[src/rtl/branch_target_buffer.sv]
// branch_target_buffer: direct-mapped BTB with 2-bit saturating direction counters, combinational lookup, registered mispredict
module branch_target_buffer #(
  parameter int PC_W  = 10,
  parameter int IDX_W = 4,
  parameter int TAG_W = PC_W - IDX_W
) (
  input  logic            clk,
  input  logic            rst,
  input  logic [PC_W-1:0] pc_F,
  output logic            prediction_F,
  output logic            hit_F,
  output logic [PC_W-1:0] target_F,
  output logic [1:0]      state_F,
  input  logic            upd_en,
  input  logic [PC_W-1:0] upd_pc,
  input  logic            upd_taken,
  input  logic [PC_W-1:0] upd_target,
  output logic            mispredict
);
  localparam int N = 2 ** IDX_W;
  logic            v  [N];
  logic [TAG_W-1:0] tg [N];
  logic [PC_W-1:0] tt [N];
  logic [1:0]      ct [N];
  logic [IDX_W-1:0] fi, ui;
  logic [TAG_W-1:0] ut;
  logic            uh, up;
  logic [1:0]      nc;
  always_comb begin
    fi           = pc_F[IDX_W-1:0];
    hit_F        = v[fi] && tg[fi] == pc_F[PC_W-1:IDX_W];
    prediction_F = hit_F && ct[fi][1];
    target_F     = hit_F ? tt[fi] : '0;
    state_F      = hit_F ? ct[fi] : 2'b01;
    ui           = upd_pc[IDX_W-1:0];
    ut           = upd_pc[PC_W-1:IDX_W];
    uh           = v[ui] && tg[ui] == ut;
    up           = uh && ct[ui][1];
    nc           = !uh ? (upd_taken ? 2'b10 : 2'b01) :
                   upd_taken ? (ct[ui] == 2'b11 ? 2'b11 : ct[ui] + 2'b01) :
                               (ct[ui] == 2'b00 ? 2'b00 : ct[ui] - 2'b01);
  end
  always_ff @(posedge clk) begin
    if (rst) begin
      for (int i = 0; i < N; i++) begin
        v[i]  <= 1'b0;
        tg[i] <= '0;
        tt[i] <= '0;
        ct[i] <= '0;
      end
      mispredict <= 1'b0;
    end else begin
      mispredict <= upd_en && (up != upd_taken || (upd_taken && up && tt[ui] != upd_target));
      if (upd_en) begin
        v[ui]  <= 1'b1;
        tg[ui] <= ut;
        ct[ui] <= nc;
        if (upd_taken || !uh) tt[ui] <= upd_target;
      end
    end
  end
endmodule

[config.mk]
export PLATFORM = sky130hd
export DESIGN_NAME = branch_target_buffer
export DESIGN_NICKNAME = d
export VERILOG_FILES = /design/src/rtl/branch_target_buffer.sv
export SDC_FILE = /design/constraint.sdc
export NUM_CORES = 1
export LEC_CHECK = 0
export BUFFER_PORTS_ARGS = -buffer_cell sky130_fd_sc_hd__buf_2
export CORE_UTILIZATION = 65
export CTS_BUF_LIST = sky130_fd_sc_hd__clkbuf_8
export DETAILED_ROUTE_END_ITERATION = 16
export GPL_TIMING_DRIVEN = 0
export PLACE_DENSITY_LB_ADDON = 0.05
export SLEW_MARGIN = 30
export SYNTH_ARGS = -nofsm -noshare
export SYNTH_HDL_FRONTEND = slang
export SYNTH_SLANG_ARGS = --single-unit
export TNS_END_PERCENT = 5
[constraint.sdc]
create_clock -name clk -period 3.45 [get_ports clk]
set_input_delay 0.345 -clock clk [delete_from_list [all_inputs] [get_ports clk]]
set_output_delay 0.345 -clock clk [all_outputs]
set_load 0.01 [all_outputs]
==> summary.md <==
| Metric | Value |
|---|---|
| CTS sink count | 305 |
| Synth Area per Inst | 15.1 sq um |
| Post-Place Cell Area | 17400 sq um |
| Hpwl dp | between 30 and 40 mm |
| R2R Path End | tt[13][5] |
| Failing checks | negative setup slack |
| P_leak | 7.26 nW |
| Unrepaired setup endpoints after global routing | true |
| Total power | 8.38 mW |
| Max-Slew Margin vs Limit | between 40% and 50% |
| Placed insts | 1487 |
| Drt pass-1 iters | 7 |
| Yosys synthesis warning count | 0 |
| Async S/R FF share, synth | 0% |
| Outcome | finished, violations left |
| Net count after synthesis | 1151 |
| Post-synthesis sequential area ratio | approximately 53% |
| Number of buffers created by CTS | 49 |
| Final Wtd Congestion | 0.944 |
| Share of cells above drive strength 1 | between 30% and 40% |
| Post-synth top flop | edfxtp_1 |
| Max FO, Critical Path | 6 |
| Fmax | between 0.2 and 0.3 GHz |
| Worst Hold End | tg[1][0] |
| First-pass GRT wire length | 72.2 mm |
| Max Slew Vio Count | 0 |
| EDFF count, synth | around 290 |
| Hold depth | 2 |
| Post-synthesis cell count | 1116 |
| PwrDens | 451 nW/um^2 |
| Clk slew on worst S/H paths | 60 ps |
| Largest net degree at the start of global routing | 13 |
| Max incr delay on CP | 520 ps |
| DRC | 0 |
| Rows | 58 |
| Initial antenna violation count | 1 |
| Drt wl/cell | 31.3 um |
| Setup crit end kind | output pin |
| Startpoint Class | register |
| CP arrival | 3340 ps |
| Setup CP Type | register to output pin |
| Final clock skew | 30.9 ps |
| Final Hold Vio Count | 0 |
| Worst path slowest cell | mux4_2 |
| Worst endpoint required time | about 3100 ps |
| Die ar. | 26500 sq um |
| Hold Startpoint | upd_pc[4] |
| Grt ovf | 0 |
| Final setup margin | -232 ps |
| Final non-filler cell total | 1582 |
| Mapped Area | approximately 17000 sq um |
| H-tree depth | 2 |
| Critical path cell sequence | mux4_2 > mux4_2 > xnor2_2 > nand4_1 > nand4b_1 > clkbuf_8 > buf_12 > nor2b_1 > buf_2 |
| RR Startpoint | tg[5][1] |
| Number of distinct library cells after synthesis | between 40 and 50 |
| Die H | 163 um |
| Starting Density | 66.5% |
| Via Count | 11600 |
| Drt total wl | 49.5 mm |
| Number of global-route vias before repair | 11200 |
| Die X | 163 um |
| VDD IR max | 400 uV |
| Gr usage total | 38.9% |
| DRT iter0 DRCs | 1880 |
| Antenna fix cells | 0 |
| Endpoints failing setup | 27 |
| Reg2Reg Depth | 10 |
| Tcrit/Tclk final | 107% |
| Most common cell on crit path | mux4_2 |
| CP delay by family, top | multiplexers |
| CTS max path bufs | 3 |
| Setup TNS | -2450 ps |
| Core Area | 25300 sq um |
| Post-synthesis register bit count | ~310 |
| CP Buf/Inv Count | 3 |
| Max-Cap Viols | 0 |
| Reg-to-reg slack, setup | 60 ps |
| Fin area | 18600 sq um |
| Top Ports | 49 |
| Worst-Skew Late Latency | 580 ps |
| Post-route ant nets | 0 |
| CTS root buffer | clkbuf_8 |
| Layout area overhead | 10.5% |
| Nets@finish | 1248 |
| Worst-Margin Slew | 870 ps |
| Hold WS | between 200 and 250 ps |
| PortBufs | 41 |
| CTS tree | done |
| Final min period | 3680 ps |
| HP Class | input port to register |
| Vias/cell | 7.31 |
==> sequential cells by signal, indices dropped and copies added (netlist names) <==
name and flops:
mispredict 1, v 16, ct 32, tt 160
tg 96
==> routing by layer <==
layer	global-route usage [%]	wire [um]	part of all wire, %	up-vias
met5	0	0	0	-
met4	11.2	1400	2.8	0
met3	16.1	8790	18	119
met2	53.4	21000	42	978
met1	57.3	18300	37	5776
li1	-	-	-	4688
==> worst max path at each step <==
stage / start / to / cells after the start
after global routing: tg[12][2] / target_F[7] / 9
after CTS: tg[14][4] / target_F[3] / 9
after detailed placement: upd_pc[1] / tt[14][4] / 9
after global placement: upd_pc[1] / tt[14][4] / 9
final: tg[14][4] / target_F[7] / 9
after floorplan: pc_F[0] / state_F[1] / 8
==> report_power, final <==
part           internal, mW  switching (mW)  total [mW]
logic                 0.507           0.625        1.13
clock network          1.45            1.45        2.90
registers              4.25          0.0992        4.35
total                  6.20            2.18        8.38
==> final cells by class <==
type	instances	area, sq um
plain buffers	131	741
clock buffers	51	702
clock inverters	39	189
fillers	1618	6690
inverters	17	63.8
multi-input cells	663	7180
flip-flops and latches	305	8990
well taps	330	413
repair buffers	46	290
==> worst register-to-register path, delay by kind of cell, from the launching register on <==
kind,cells,cell delay [ps]
xor gates and xnor gates,1,180
DFF,1,400
AOI/OAI and AO/OA,3,840
buffers and inverters,3,490
and+or+nand+nor,1,420
muxes,2,740
==> cell usage after synthesis, types with 3 or more instances <==
cell | instances | area share [%]
nand3_1 | 5 | 0.15
mux4_2 | 179 | 24
o22ai_1 | 3 | 0.11
inv_1 | 17 | 0.38
buf_2 | 15 | 0.45
nand2b_1 | 20 | 0.74
dfxtp_1 | 17 | 2.0
nor2_1 | 21 | 0.47
edfxtp_1 | 288 | 51
clkbuf_1 | 85 | 1.9
o21ai_0 | 20 | 0.60
nor3_1 | 20 | 0.60
and2_1 | 24 | 0.89
nand2_1 | 20 | 0.45
nor2b_1 | 17 | 0.63
or3_1 | 3 | 0.11
mux2i_1 | 16 | 0.95
buf_6 | 19 | 1.3
a21o_1 | 16 | 0.71
buf_4 | 3 | 0.13
xor2_1 | 7 | 0.36
buf_1 | 9 | 0.20
a31oi_1 | 16 | 0.60
and3_1 | 233 | 8.7
xnor2_1 | 16 | 0.83
mux2_2 | 4 | 0.27
==> through the flow <==
step	util, %	worst slack, ps
6_report	73.5	-232
5_1_grt	73.5	-289
4_1_cts	73.2	-264
3_5_place_dp	69.0	-1300
3_3_place_gp	69.0	-1260
2_1_floorplan	-	160
==> cells in the final DEF, fill, tap and decap left out, types with 20 or more instances in the layout <==
| cell type | instances |
|---|---|
| o21ai_0 | 20 |
| nand2_1 | 20 |
| buf_2 | 52 |
| buf_6 | 26 |
| and3_1 | 233 |
| and2_1 | 24 |
| mux4_2 | 179 |
| nor3_1 | 20 |
| clkbuf_1 | 68 |
| clkbuf_8 | 52 |
| edfxtp_1 | 288 |
| inv_1 | 35 |
==> repair_timing <==
action,CTS,global route
setup endpoints to repair,397,227
hold buffers,0,0
resized for setup,47,34
pin swaps,2,3
setup buffers,4,1
==> logic make-up after synthesis <==
group,after synthesis,synth area share [%]
DFF,305,53.5
and+or+nand+nor,376,13.3
adders and majority gates,1,0.0744
AOI/OAI and AO/OA,64,2.40
buffers and inverters,148,4.33
xor gates and xnor gates,23,1.20
muxes,199,25.2
Power figures use the tool's default switching activity.
